### src/rtl/encoder_pkg.sv
`default_nettype none
// ============================================================================
// Module   : encoder_pkg
// Brief    : Shared quadrature state encoding and defaults for encoder_emulator
// Revision : 1.0
// ============================================================================
package encoder_pkg;

  localparam int unsigned c_DEF_CLK_HZ        = 50_000_000;
  localparam int unsigned c_DEF_EDGES_PER_REV = 32;
  localparam int unsigned c_RPM_W             = 11;
  localparam int unsigned c_POS_W             = 16;

  // State code is {A,B} so the channels come straight off the state register.
  typedef enum logic [1:0] {
    S0 = 2'b00,
    S1 = 2'b10,
    S2 = 2'b11,
    S3 = 2'b01
  } quad_state_t;

  // Successor tables indexed by state code, two bits per entry.
  localparam logic [7:0] c_FWD_NEXT = 8'b01_11_00_10;
  localparam logic [7:0] c_REV_NEXT = 8'b10_00_11_01;

  function automatic quad_state_t quad_next(input quad_state_t s, input logic fwd);
    logic [7:0] tbl;
    tbl = fwd ? c_FWD_NEXT : c_REV_NEXT;
    return quad_state_t'(tbl[{s, 1'b0} +: 2]);
  endfunction

endpackage
`default_nettype wire

### src/rtl/enc_rate_nco.sv
`default_nettype none
// ============================================================================
// Module   : enc_rate_nco
// Brief    : Modulo phase accumulator producing the per-cycle step decision
// Revision : 1.0
// ============================================================================
module enc_rate_nco
  import encoder_pkg::*;
#(
  parameter longint unsigned MOD   = 64'(c_DEF_CLK_HZ) * 64'd60,
  parameter int unsigned     ACC_W = $clog2(MOD) + 1
) (
  input  logic             CLK,
  input  logic             RST_N,
  input  logic             enable,
  input  logic [ACC_W-1:0] inc,
  output logic             step
);

  localparam logic [ACC_W-1:0] c_MOD = ACC_W'(MOD);

  logic [ACC_W-1:0] r_acc;
  logic [ACC_W-1:0] w_sum;
  logic             w_wrap;

  // acc < MOD and inc <= MOD, so the sum always fits in ACC_W bits.
  always_comb begin
    w_sum  = r_acc + inc;
    w_wrap = (w_sum >= c_MOD);
    step   = enable && w_wrap;
  end

  always_ff @(posedge CLK or negedge RST_N) begin
    if (!RST_N) begin
      r_acc <= '0;
    end else if (!enable) begin
      r_acc <= '0;
    end else if (w_wrap) begin
      r_acc <= w_sum - c_MOD;
    end else begin
      r_acc <= w_sum;
    end
  end

endmodule
`default_nettype wire

### src/rtl/encoder_emulator.sv
`default_nettype none
// ============================================================================
// Module   : encoder_emulator
// Brief    : Incremental quadrature encoder emulator with index and position
// Revision : 1.0
// ============================================================================
module encoder_emulator
  import encoder_pkg::*;
#(
  parameter int unsigned CLK_HZ        = c_DEF_CLK_HZ,
  parameter int unsigned EDGES_PER_REV = c_DEF_EDGES_PER_REV
) (
  input  logic                      CLK,
  input  logic                      RST_N,
  input  logic [c_RPM_W-1:0]        rpm_cmd,
  input  logic                      dir_cmd,
  input  logic                      load,
  input  logic                      enable,
  output logic                      enc_a,
  output logic                      enc_b,
  output logic                      enc_z,
  output logic                      step,
  output logic signed [c_POS_W-1:0] pos
);

  localparam longint unsigned c_MOD   = 64'(CLK_HZ) * 64'd60;
  localparam int unsigned     c_ACC_W = $clog2(c_MOD) + 1;
  localparam int unsigned     c_IDX_W = $clog2(EDGES_PER_REV);

  generate
    if ((EDGES_PER_REV < 4) || (EDGES_PER_REV > 1024) ||
        ((EDGES_PER_REV & (EDGES_PER_REV - 1)) != 0)) begin : g_bad_edges
      $error("EDGES_PER_REV must be a power of two in 4..1024");
    end
  endgenerate

  logic [c_RPM_W-1:0]        r_rpm_act;
  logic                      r_dir_act;
  quad_state_t               r_state;
  quad_state_t               w_state_next;
  logic [c_IDX_W-1:0]        r_idx;
  logic [c_IDX_W-1:0]        w_idx_next;
  logic signed [c_POS_W-1:0] r_pos;
  logic signed [c_POS_W-1:0] w_pos_next;
  logic                      r_step;
  logic                      r_z;
  logic [63:0]               w_inc_full;
  logic [c_ACC_W-1:0]        w_inc;
  logic                      w_nco_step;

  // Saturate at MOD so a fast command never asks for two edges in one cycle.
  always_comb begin
    w_inc_full = 64'(r_rpm_act) << c_IDX_W;
    w_inc      = (w_inc_full > c_MOD) ? c_ACC_W'(c_MOD) : c_ACC_W'(w_inc_full);
  end

  enc_rate_nco #(
    .MOD   (c_MOD),
    .ACC_W (c_ACC_W)
  ) u_nco (
    .CLK    (CLK),
    .RST_N  (RST_N),
    .enable (enable),
    .inc    (w_inc),
    .step   (w_nco_step)
  );

  always_ff @(posedge CLK or negedge RST_N) begin
    if (!RST_N) begin
      r_rpm_act <= '0;
      r_dir_act <= 1'b1;
    end else if (load) begin
      r_rpm_act <= rpm_cmd;
      r_dir_act <= dir_cmd;
    end
  end

  always_comb begin
    w_state_next = r_state;
    w_idx_next   = r_idx;
    w_pos_next   = r_pos;
    if (w_nco_step) begin
      w_state_next = quad_next(r_state, r_dir_act);
      if (r_dir_act) begin
        w_idx_next = r_idx + 1'b1;
        w_pos_next = r_pos + 16'sd1;
      end else begin
        w_idx_next = r_idx - 1'b1;
        w_pos_next = r_pos - 16'sd1;
      end
    end
  end

  // Channels, index, position and step all change on the same edge.
  always_ff @(posedge CLK or negedge RST_N) begin
    if (!RST_N) begin
      r_state <= S0;
      r_idx   <= '0;
      r_pos   <= '0;
      r_step  <= 1'b0;
      r_z     <= 1'b1;
    end else begin
      r_state <= w_state_next;
      r_idx   <= w_idx_next;
      r_pos   <= w_pos_next;
      r_step  <= w_nco_step;
      r_z     <= (w_idx_next == '0);
    end
  end

  assign enc_a = r_state[1];
  assign enc_b = r_state[0];
  assign enc_z = r_z;
  assign step  = r_step;
  assign pos   = r_pos;

endmodule
`default_nettype wire

### config.mk
export PLATFORM = sky130hd
export DESIGN_NAME = encoder_emulator
export DESIGN_NICKNAME = d
export VERILOG_FILES = /design/src/rtl/encoder_pkg.sv /design/src/rtl/enc_rate_nco.sv /design/src/rtl/encoder_emulator.sv
export SDC_FILE = /design/constraint.sdc
export NUM_CORES = 1
export LEC_CHECK = 0
export CAP_MARGIN = 15
export CORE_ASPECT_RATIO = 1.4
export CORE_MARGIN = 4
export CORE_UTILIZATION = 50
export CTS_CLUSTER_DIAMETER = 200
export DETAILED_ROUTE_END_ITERATION = 12
export PLACE_DENSITY = 0.8
export REMOVE_ABC_BUFFERS = 1
export SLEW_MARGIN = 25
export SYNTH_ARGS = -nofsm -noshare
export SYNTH_HDL_FRONTEND = slang
export SYNTH_SLANG_ARGS = --single-unit
### constraint.sdc
create_clock -name CLK -period 4.9 [get_ports CLK]
set_input_delay 0.98 -clock CLK [delete_from_list [all_inputs] [get_ports CLK]]
set_output_delay 0.98 -clock CLK [all_outputs]
set_load 0.005 [all_outputs]
==> key figures, run 1 <==
Yosys
  – Post-Synth Adder-Cell Area: 8.752%
  – Post-synthesis compound-gate area fraction: 21.00%
  – Prevailing post-synth register cell: dfrtp_1
  – Post-Synth XOR/XNOR Area: 9.218%
  – Asr flop ratio synth: 100.0%
  – #FFs+latches synth: 65
  – Top cell type's share of synthesized area: 32.63%
  – Commonest cells post-synth: 63 x dfrtp_1, 45 x a21oi_1, 32 x xnor2_1
  – Syn Area/Cell: 9.782 µm²
  – Mapped Cells: 494
  – Seq/Total Area, Yosys: 33.71%
  – Leading area contributor after synthesis: dfrtp_1
  – Top-count cell post-synth: dfrtp_1
  – Post-synthesis mux area share: 7.587%
  – Yosys cell types: 74
  – Post-Synth Simple-Gate Area: 17.22%
  – Post-synth EDFFs: 0
  – Synth area leaders: dfrtp_1 33%, ha_1 7.5%, xnor2_1 5.8%
  – Mapped Area: 4832 µm²
  – Largest family of logic cells by synthesized area: compound AO/OA/AOI/OAI gates
  – Warnings from Yosys: 0

Worst setup path
  – Worst path cell trace: ha_1, fa_1, a21o_1, a221oi_4, xor2_2, a2111oi_0, and4_1, and4_1, o31a_1, and3_1, nor3_1
  – Max stage delay cell, worst path: o31a_1
  – CP Capture Type: register
  – Crit path max-delay family: compound AO/OA/AOI/OAI gates
  – CP Buf/Inv Count: 0
  – Startpoint Class: register
  – Crit Path Class: register to register
  – Critical Path Fanout Max: 28
  – Most Frequent Cell on Critical Path: and4_1
  – Crit path required time: 5.12 ns
  – Critical Path AT: 4.81 ns
  – R2r startpoint: r_rpm_act[0]
  – Worst setup path startpoint: r_rpm_act[0]
  – Crit-path max cell delay: 0.84 ns

Place
  – Cell total after placement: 636
  – Cell area after placement: 5314 µm²
  – Final GP Congestion: 0.9325
  – DP Wirelength: 8566 µm
  – Port Buffers: 35
  – Place WS: 0.3732 ns

Final layout
  – Post-route cell area: 5643 µm²
  – Filler cells: 805
  – Multi-input logic area: 3082 µm²
  – Layout area overhead: 16.78%
  – Number of nets in the layout: 585
  – Diode count: 0
  – Reg area: 1629 µm²
  – Non-filler instance count after layout: 652
  – Share of cells above drive strength 1: 11.62%

Detailed routing
  – WL/cell: 18.09 µm
  – Vias per cell: 6.324
  – Drt first pass iters: 5
  – Wirelength, routed: 11790 µm
  – Drt drc: 0
  – Initial DRC count: 218
  – Vias: 4123
  – Routed Antenna Nets: 0

Timing
  – Final Max Slew Viols: 0
  – Post-layout min period: 4.587 ns
  – Worst clock skew: 0.003754 ns
  – Final Hold Fails: 0
  – Final setup vio count: 0
  – WHS: 0.4697 ns
  – Setup TNS: 0 ns
  – Period utilization: 93.61%
  – Max frequency: 218.0 MHz
  – Final worst slack: 0.3130 ns
  – RSZ-0062 raised after global routing: no
  – Relative slew slack: 30.95%
  – Worst Max-Slew Pin Slew: 1.036 ns

GRT
  – Largest net degree at the start of global routing: 39
  – First-pass GRT wire length: 19990 µm
  – Vias in the first global route: 4336
  – Tot GR Track Use: 21.66%
  – Overflow after GRT: 0
  – Initial antenna violation count: 0

Pwr
  – Peak VDD IR: 0.0002412 V
  – Pwr dens: 484.2 nW/µm²
  – Leakage: 2.491 nW

Die
  – Starting Density: 51.08%
  – Core area: 9459 µm²
  – I/O pin cnt: 36
  – Die Area: 11320 µm²
  – Row cnt: 42
  – Die Span Y: 124.3 µm
  – Die Span X: 91.09 µm

Job
  – Max cap viols: 0

Clock network
  – Sink Count: 65
  – Post-CTS setup buffer count: 0
  – Worst-skew pair later-pin latency: 0.34 ns
  – Hold_buf cts: 0
  – Clock transition at the registers of the reported paths: 0.06 ns
  – CTS root buffer: clkbuf_16
  – CTS max path bufs: 2
  – TritonCTS clock tree: built
  – Deepest level of the CTS H-tree: 3
  – Post-CTS resize count: 0
  – CTS Buf Count: 9

Hold path
  – Hold Startpoint: pos[15]
  – Class of the worst hold path: register to register

Run status
  – Status: finished, final reports clean
-- placed cells by master (no fill, tap or decap), drive strengths merged, types with 4 or more instances in the layout --
cell type,netlist,routed
xor2,18,18
o21a,7,7
dfrtp,63,63
mux2i,4,4
nand2,26,26
o211ai,9,9
a21oi,45,45
buf,7,9
mux2,27,27
o31ai,6,6
clkdlybuf4s50,0,34
ha,29,29
clkbuf,4,10
inv,16,17
a211oi,6,6
nor2b,4,4
a21o,19,19
nor3,21,21
and3,14,14
and4,7,7
nor4,6,6
nor2,12,12
xnor2,32,32
nand2b,7,7
or3,9,9
nand3,16,16
and2,7,7
o21ai,22,22
-- cell type report --
| type | instances | area share [%] |
|---|---|---|
| Multi-Input combinational cell | 402 | 54.61 |
| Sequential cell | 65 | 28.87 |
| Timing Repair Buffer | 43 | 7.184 |
| Clock buffer | 10 | 4.235 |
| Tap cell | 110 | 2.439 |
| Clock inverter | 6 | 1.596 |
| Inverter | 16 | 1.064 |
-- sequential cells by signal, indices dropped and copies added (netlist names) --
register     flops
r_dir_act        1
r_idx            5
u_nco.r_acc     28
pos             16
step             1
r_rpm_act       11
enc_z            1
r_state          2
-- per-stage QoR --
stage / utilization (%) / power (mW)
after floorplan: - / 1.654
after global placement: 56.18 / 1.953
after detailed placement: 56.18 / 2.001
after CTS: 59.66 / 2.734
after global routing: 59.66 / 2.925
final: 59.66 / 2.732
-- worst register-to-register path, cell delays in order, from the launching register on --
cell and delay (ns):
dfrtp_1 0.38, ha_1 0.24, fa_1 0.43, a21o_1 0.23
a221oi_4 0.42, xor2_2 0.18, a2111oi_0 0.80, and4_1 0.30
and4_1 0.30, o31a_1 0.85, and3_1 0.29, nor3_1 0.05
-- final timing paths --
| kind | endpoint | slack [ns] | cells after the start |
|---|---|---|---|
| setup / recovery | u_nco.r_acc[30] | 0.31 | 11 |
| hold / removal | pos[15] | 0.47 | 1 |
| setup reg to reg | u_nco.r_acc[30] | 0.31 | 11 |
| hold reg to reg | pos[15] | 0.47 | 1 |
| max in group asynchronous | r_dir_act | 3.26 | 2 |
| min in group asynchronous | u_nco.r_acc[11] | 0.67 | 1 |
-- per-layer routing --
layer / wire (µm) / track usage (%) / vias to the layer above
met3: 396 / 3.202 / 46
met1: 4646 / 24.08 / 1999
met2: 6161 / 38.16 / 117
li1: - / - / 1961
met4: 589 / 13.59 / 0
met5: 0 / 0 / -
-- cell families (layout without fill, tap and decap cells) --
group | Yosys count | count (layout)
AOI/OAI and AO/OA | 145 | 145
xor gates and xnor gates | 50 | 50
adders and majority gates | 32 | 32
buffers and inverters | 27 | 75
DFF | 65 | 65
muxes | 31 | 31
and+or+nand+nor | 144 | 144
-- power breakdown --
group / total (mW) / internal, mW / switching, mW
Combinational: 1.31 / 0.568 / 0.740
Sequential: 0.713 / 0.633 / 0.0802
Clock: 0.712 / 0.461 / 0.251
Total: 2.73 / 1.66 / 1.07
No activity file was read; power rests on OpenSTA's default activity.
==> run 2: changes to the inputs <==
--- a/config.mk
+++ b/config.mk
@@ -9,7 +9,7 @@
 export CORE_ASPECT_RATIO = 1.4
 export CORE_MARGIN = 4
 export CORE_UTILIZATION = 50
-export CTS_CLUSTER_DIAMETER = 200
+export CTS_CLUSTER_DIAMETER = 60
 export DETAILED_ROUTE_END_ITERATION = 12
 export PLACE_DENSITY = 0.8
 export REMOVE_ABC_BUFFERS = 1
==> results of run 2 <==
No change in the layout: final DEF, timing and power equal those of run 1.
